===== src/rtl/seq_detector_param_if.sv =====
// rtl/seq_detector_param_if.sv - serial stream and match-event bundle for seq_detector_param
interface seq_detector_param_if #(
    parameter int PAT_W = 8,
    parameter int CNT_W = 8
);
    logic             s_in;
    logic             s_valid;
    logic             load;
    logic [PAT_W-1:0] pattern;
    logic [PAT_W-1:0] mask;
    logic             overlap_en;
    logic             d_out;
    logic [CNT_W-1:0] match_cnt;
    logic             armed;

    modport master (
        output s_in, s_valid, load, pattern, mask, overlap_en,
        input  d_out, match_cnt, armed
    );

    modport slave (
        input  s_in, s_valid, load, pattern, mask, overlap_en,
        output d_out, match_cnt, armed
    );
endinterface


===== src/rtl/seq_detector_param.sv =====
// rtl/seq_detector_param.sv - runtime-loadable masked serial pattern detector; match counter enabled by SEQ_DET_MATCH_CNT_EN
module seq_detector_param #(
    parameter int PAT_W = 8,
    parameter int CNT_W = 8
) (
    input  logic                clk,
    input  logic                rst_n,
    seq_detector_param_if.slave bus
);
    localparam int              FW        = $clog2(PAT_W + 1);
    localparam logic [FW-1:0]   FILL_LAST = FW'(PAT_W - 1);
    localparam logic [FW-1:0]   FILL_FULL = FW'(PAT_W);

    typedef enum logic [1:0] {IDLE, FILL, ARMED} state_t;

    state_t           state;
    logic [PAT_W-1:0] pat_r;
    logic [PAT_W-1:0] mask_r;
    logic [PAT_W-1:0] shreg;
    logic [PAT_W-1:0] nxt;
    logic [FW-1:0]    fill;
    logic             d_out_r;
    logic             armed_r;
    logic             accept;
    logic             completes;
    logic             hit;

    // Next history word and match decision for the bit on the bus this cycle
    always_comb begin
        nxt       = {shreg[PAT_W-2:0], bus.s_in};
        accept    = bus.s_valid && !bus.load && (state != IDLE);
        completes = (state == ARMED) || ((state == FILL) && (fill == FILL_LAST));
        hit       = accept && completes && (((nxt ^ pat_r) & mask_r) == '0);
    end

    // Detector FSM: load handling, history shift, fill tracking and registered outputs
    always_ff @(posedge clk or negedge rst_n) begin
        if (!rst_n) begin
            state   <= IDLE;
            pat_r   <= '0;
            mask_r  <= '0;
            shreg   <= '0;
            fill    <= '0;
            d_out_r <= 1'b0;
            armed_r <= 1'b0;
        end else begin
            d_out_r <= 1'b0;
            if (bus.load) begin
                // A load wins over a same-cycle bit, which is dropped
                pat_r   <= bus.pattern;
                mask_r  <= bus.mask;
                shreg   <= '0;
                fill    <= '0;
                state   <= FILL;
                armed_r <= 1'b0;
            end else if (accept) begin
                shreg   <= nxt;
                d_out_r <= hit;
                if (hit && !bus.overlap_en) begin
                    // Non-overlapping: keep the history but demand PAT_W fresh bits
                    fill    <= '0;
                    state   <= FILL;
                    armed_r <= 1'b0;
                end else if (state == FILL) begin
                    if (completes) begin
                        fill    <= FILL_FULL;
                        state   <= ARMED;
                        armed_r <= 1'b1;
                    end else begin
                        fill <= fill + FW'(1);
                    end
                end
            end
        end
    end

`ifdef SEQ_DET_MATCH_CNT_EN
    logic [CNT_W-1:0] cnt_r;

    // Count match events, holding at full scale instead of wrapping
    always_ff @(posedge clk or negedge rst_n) begin
        if (!rst_n) begin
            cnt_r <= '0;
        end else if (hit && (cnt_r != {CNT_W{1'b1}})) begin
            cnt_r <= cnt_r + CNT_W'(1);
        end
    end

    assign bus.match_cnt = cnt_r;
`else
    assign bus.match_cnt = '0;
`endif

    assign bus.d_out = d_out_r;
    assign bus.armed = armed_r;

endmodule

===== src/flat_wrapper.sv =====
// flat-port wrapper written by rule: the top's interface ports become plain ports
module seq_detector_param_flat 
#(
    parameter int PAT_W = 8,
    parameter int CNT_W = 8
)
  (clk, rst_n, bus_s_in, bus_s_valid, bus_load, bus_pattern, bus_mask, bus_overlap_en, bus_d_out, bus_match_cnt, bus_armed);
  seq_detector_param_if #(.PAT_W(PAT_W), .CNT_W(CNT_W)) bus_i ();
  input  logic clk;
  input  logic rst_n;
  input wire logic [$bits(bus_i.s_in)-1:0] bus_s_in;
  input wire logic [$bits(bus_i.s_valid)-1:0] bus_s_valid;
  input wire logic [$bits(bus_i.load)-1:0] bus_load;
  input wire logic [$bits(bus_i.pattern)-1:0] bus_pattern;
  input wire logic [$bits(bus_i.mask)-1:0] bus_mask;
  input wire logic [$bits(bus_i.overlap_en)-1:0] bus_overlap_en;
  output wire logic [$bits(bus_i.d_out)-1:0] bus_d_out;
  output wire logic [$bits(bus_i.match_cnt)-1:0] bus_match_cnt;
  output wire logic [$bits(bus_i.armed)-1:0] bus_armed;
  assign bus_i.s_in = bus_s_in;
  assign bus_i.s_valid = bus_s_valid;
  assign bus_i.load = bus_load;
  assign bus_i.pattern = bus_pattern;
  assign bus_i.mask = bus_mask;
  assign bus_i.overlap_en = bus_overlap_en;
  assign bus_d_out = bus_i.d_out;
  assign bus_match_cnt = bus_i.match_cnt;
  assign bus_armed = bus_i.armed;
  seq_detector_param #(.PAT_W(PAT_W), .CNT_W(CNT_W)) u_core (.clk(clk), .rst_n(rst_n), .bus(bus_i));
endmodule

===== config.mk =====
export PLATFORM = sky130hd
export DESIGN_NAME = seq_detector_param_flat
export DESIGN_NICKNAME = d
export VERILOG_FILES = /design/src/rtl/seq_detector_param_if.sv /design/src/rtl/seq_detector_param.sv /design/src/flat_wrapper.sv
export SDC_FILE = /design/constraint.sdc
export NUM_CORES = 1
export LEC_CHECK = 0
export CORE_MARGIN = 10
export CORE_UTILIZATION = 45
export CTS_BUF_LIST = sky130_fd_sc_hd__clkbuf_16
export DETAILED_ROUTE_END_ITERATION = 7
export HOLD_SLACK_MARGIN = 0.12
export PLACE_DENSITY = 0.75
export SYNTH_ARGS = -nofsm -noshare
export SYNTH_HDL_FRONTEND = slang
export SYNTH_SLANG_ARGS = --single-unit

===== constraint.sdc =====
create_clock -name clk -period 1.7 [get_ports clk]
set_clock_uncertainty 0.15 [all_clocks]
set_input_delay 0.34 -clock clk [delete_from_list [all_inputs] [get_ports clk]]
set_output_delay 0.34 -clock clk [all_outputs]
set_load 0.03 [all_outputs]

==> metrics, run 1 <==
outcome=finished, violations left; failing checks=negative setup slack; register-to-register setup slack=-0.20 ns; Routed WL per cell=14.9 um; placed insts=205; crit path kind=reg -> reg; Finished Cell Area=0.00196 sq mm; Clock power frac=44.7%; Sw Pwr=0.428 mW; power share of the sequential group=43.1%; internal power=1.41 mW; Critical Path Max Stage Delay=0.39 ns; Hold Path Depth=3; die height=77.4 um; cell family with most CP delay=compound AO/OA/AOI/OAI gates; RSZ-0062 raised after global routing=yes; sequential share of the synthesized area=50.6%; CTS tree=done; P_leak=0.909 nW; layout cell share with drive strength beyond 1=28.4%; Rows=20; Num CTS Buffers=5; Routability Congestion=0.810; worst slack, placed=-0.465 ns; clk root buf=clkbuf_16; total congestion overflow=0; ranking of synthesized cells by area=dfrtp_1 (51%), mux2_2 (12%), xor2_1 (4.7%); Top FF cell, synth=dfrtp_1; I/O pin cnt=32; core outline area=0.00310 sq mm; Routed WL=3170 um; Min-Delay Endpoint=u_core.shreg[0]; Final WS setup=-0.202 ns; Final #Nets=191; HP Class=in -> reg; clk slew on worst S/H paths=0.05 ns; power per cell area=933 mW/mm^2; xor and xnor area share after synthesis=4.73%; DR pass1 iterations=4; Fmax=526 MHz; Post-CTS Hold Fix Bufs=0; Longest Clk Path Bufs=2; Routed Antenna Nets=0; Yosys Warn Count=0; worst-case vdd ir drop=0.000806 V; register bit total from synthesis=30; switching part of the total=23.3%; Tot Pwr=1.83 mW; number of remaining DRC errors=0; Clock Latency Late Sink=0.27 ns; Yosys cell types=33; antenna cells=0; Critical Path AT=1.92 ns; port bufs=23; Worst Path Buf+Inv=0; CP Launch Type=register; Min Hold Slack=0.238 ns; fin crit share=112%; Synth Instances=131; H-tree depth=2; final setup TNS=-0.641 ns; first-pass GRT wire length=5210 um; cell type with the largest total area after synthesis=dfrtp_1; CP Capture Type=register; Logic pwr share=12.2%; Die Area=0.00599 sq mm; Max stage delay cell, worst path=dfrtp_1; Max Slew Vio Count=0; Synth Area in Compound Gates=12.3%; final setup violation count=6; Total GRT Usage=10.9%; Req. time, crit path=1.71 ns; Final Hold Fails=0; largest net degree at the start of global routing=31; post-route minimum period=1.90 ns; commonest cells in the synthesized netlist=dfrtp_1 (30), mux2_2 (16), nand2_1 (16); worst reg2reg path endpoint=u_core.fill[3]; Finished Layout Cells=213; Synth Area in Simple Gates=12.9%; critical hold path startpoint=bus_s_in; DP HPWL=2240 um; maxcap violations=0; syn avg cell area=11.3 sq um; mux contribution to synthesized area=12.2%; initial core utilization=47.8%; vias=1083; CP max FO=6; post-synthesis cell area=0.00148 sq mm; share of the synthesized area in the top cell type=50.6%; area growth from synthesis to layout=32.5%; Die Span X=77.4 um; post-CTS setup repair buffer count=0; antenna violations before repair=0; CTS sink count=30; placed inst area=0.00181 sq mm; adder-cell share of the synthesized area=0.844%; post-route core utilization=63.3%; ys async rst share=100%; Vias/cell=5.08; Worst R2R Start=u_core.pat_r[5]; vias in the first global route=1138; Initial DRC Count=84; EDFF count, synth=0; Worst R2R Path Depth=5; largest family of logic cells by synthesized area=simple AND/OR/NAND/NOR gates; most common cell in the netlist=dfrtp_1; worst-path cell chain=xor2_1 -> a222oi_1 -> and3_1 -> nand4b_4 -> a2111oi_4
state kept, by name, summed over array words and instances, names as in the netlist:
register          cells
u_core.pat_r          8
u_core.state          2
u_core.shreg          7
u_core.bus.d_out      1
u_core.fill           4
u_core.mask_r         8
cell usage in the layout, fill, tap and decap left out, types with 2 or more instances in the layout:
cell             count
and3_1               2
a21oi_1              9
a21oi_2              2
nor2_1               7
nand2b_1             3
xor2_1               8
dfrtp_1             29
a22oi_1              2
conb_1               8
inv_1                2
mux2_2              16
clkbuf_16            5
clkdlybuf4s50_1     20
a31oi_1              3
dlygate4sd2_1        2
nand3_1              3
nand2_1             16
buf_4               13
worst register-to-register path, cell delays in order (launching register included):
cell,delay (ns)
dfrtp_1,0.39
xor2_1,0.16
a222oi_1,0.31
and3_1,0.27
nand4b_4,0.18
a2111oi_4,0.33
logic make-up after synthesis:
family	Yosys count
DFF	30
and+or+nand+nor	37
xor gates and xnor gates	8
other	1
muxes	16
AOI/OAI and AO/OA	24
adders and majority gates	1
buffers and inverters	14
power groups by stage:
stage | combinational (mW) | sequential [mW] | clock [mW]
4_1_cts | 0.225 | 0.791 | 0.839
2_1_floorplan | 0.139 | 0.794 | 0
3_3_place_gp | 0.214 | 0.798 | 0
5_1_grt | 0.244 | 0.795 | 0.873
6_report | 0.223 | 0.790 | 0.819
3_5_place_dp | 0.222 | 0.802 | 0
final cells by class:
type,instances,area (sq um)
clock buffers,5,125
inverters,1,3.75
multi-input cells,94,688
repair buffers,36,328
clock inverters,3,12.5
fillers,265,1140
well taps,44,55.1
flip-flops and latches,30,752
per-layer routing:
layer	GRT usage (%)	up-vias	routed length, um
met2	18.5	42	1680
met4	3.65	0	22
met1	11.8	526	1270
met5	0	-	0
li1	-	513	-
met3	5.07	2	198
timing repair:
item                       in CTS  in global routing
hold endpoints to repair        0                  0
setup endpoints to repair       8                  6
cloned                          0                  0
resized for setup               3                  3
pin swaps                       5                  2
how the worst max path moves through the flow:
stage | depth (start not counted) | to | startpoint
6_report | 5 | u_core.fill[3] | u_core.pat_r[5]
5_1_grt | 5 | u_core.fill[3] | u_core.pat_r[5]
4_1_cts | 5 | u_core.fill[3] | u_core.pat_r[5]
3_5_place_dp | 6 | u_core.fill[3] | bus_s_in
3_3_place_gp | 6 | u_core.fill[3] | bus_s_in
2_1_floorplan | 5 | u_core.fill[3] | u_core.shreg[4]
Note: power is estimated with default switching activity, not from simulation.
==> inputs of run 2 (changes only) <==
SLEW_MARGIN = 5   (was default)
==> results of run 2 <==
Same layout as run 1: the final DEF is identical, and so are final timing and power.
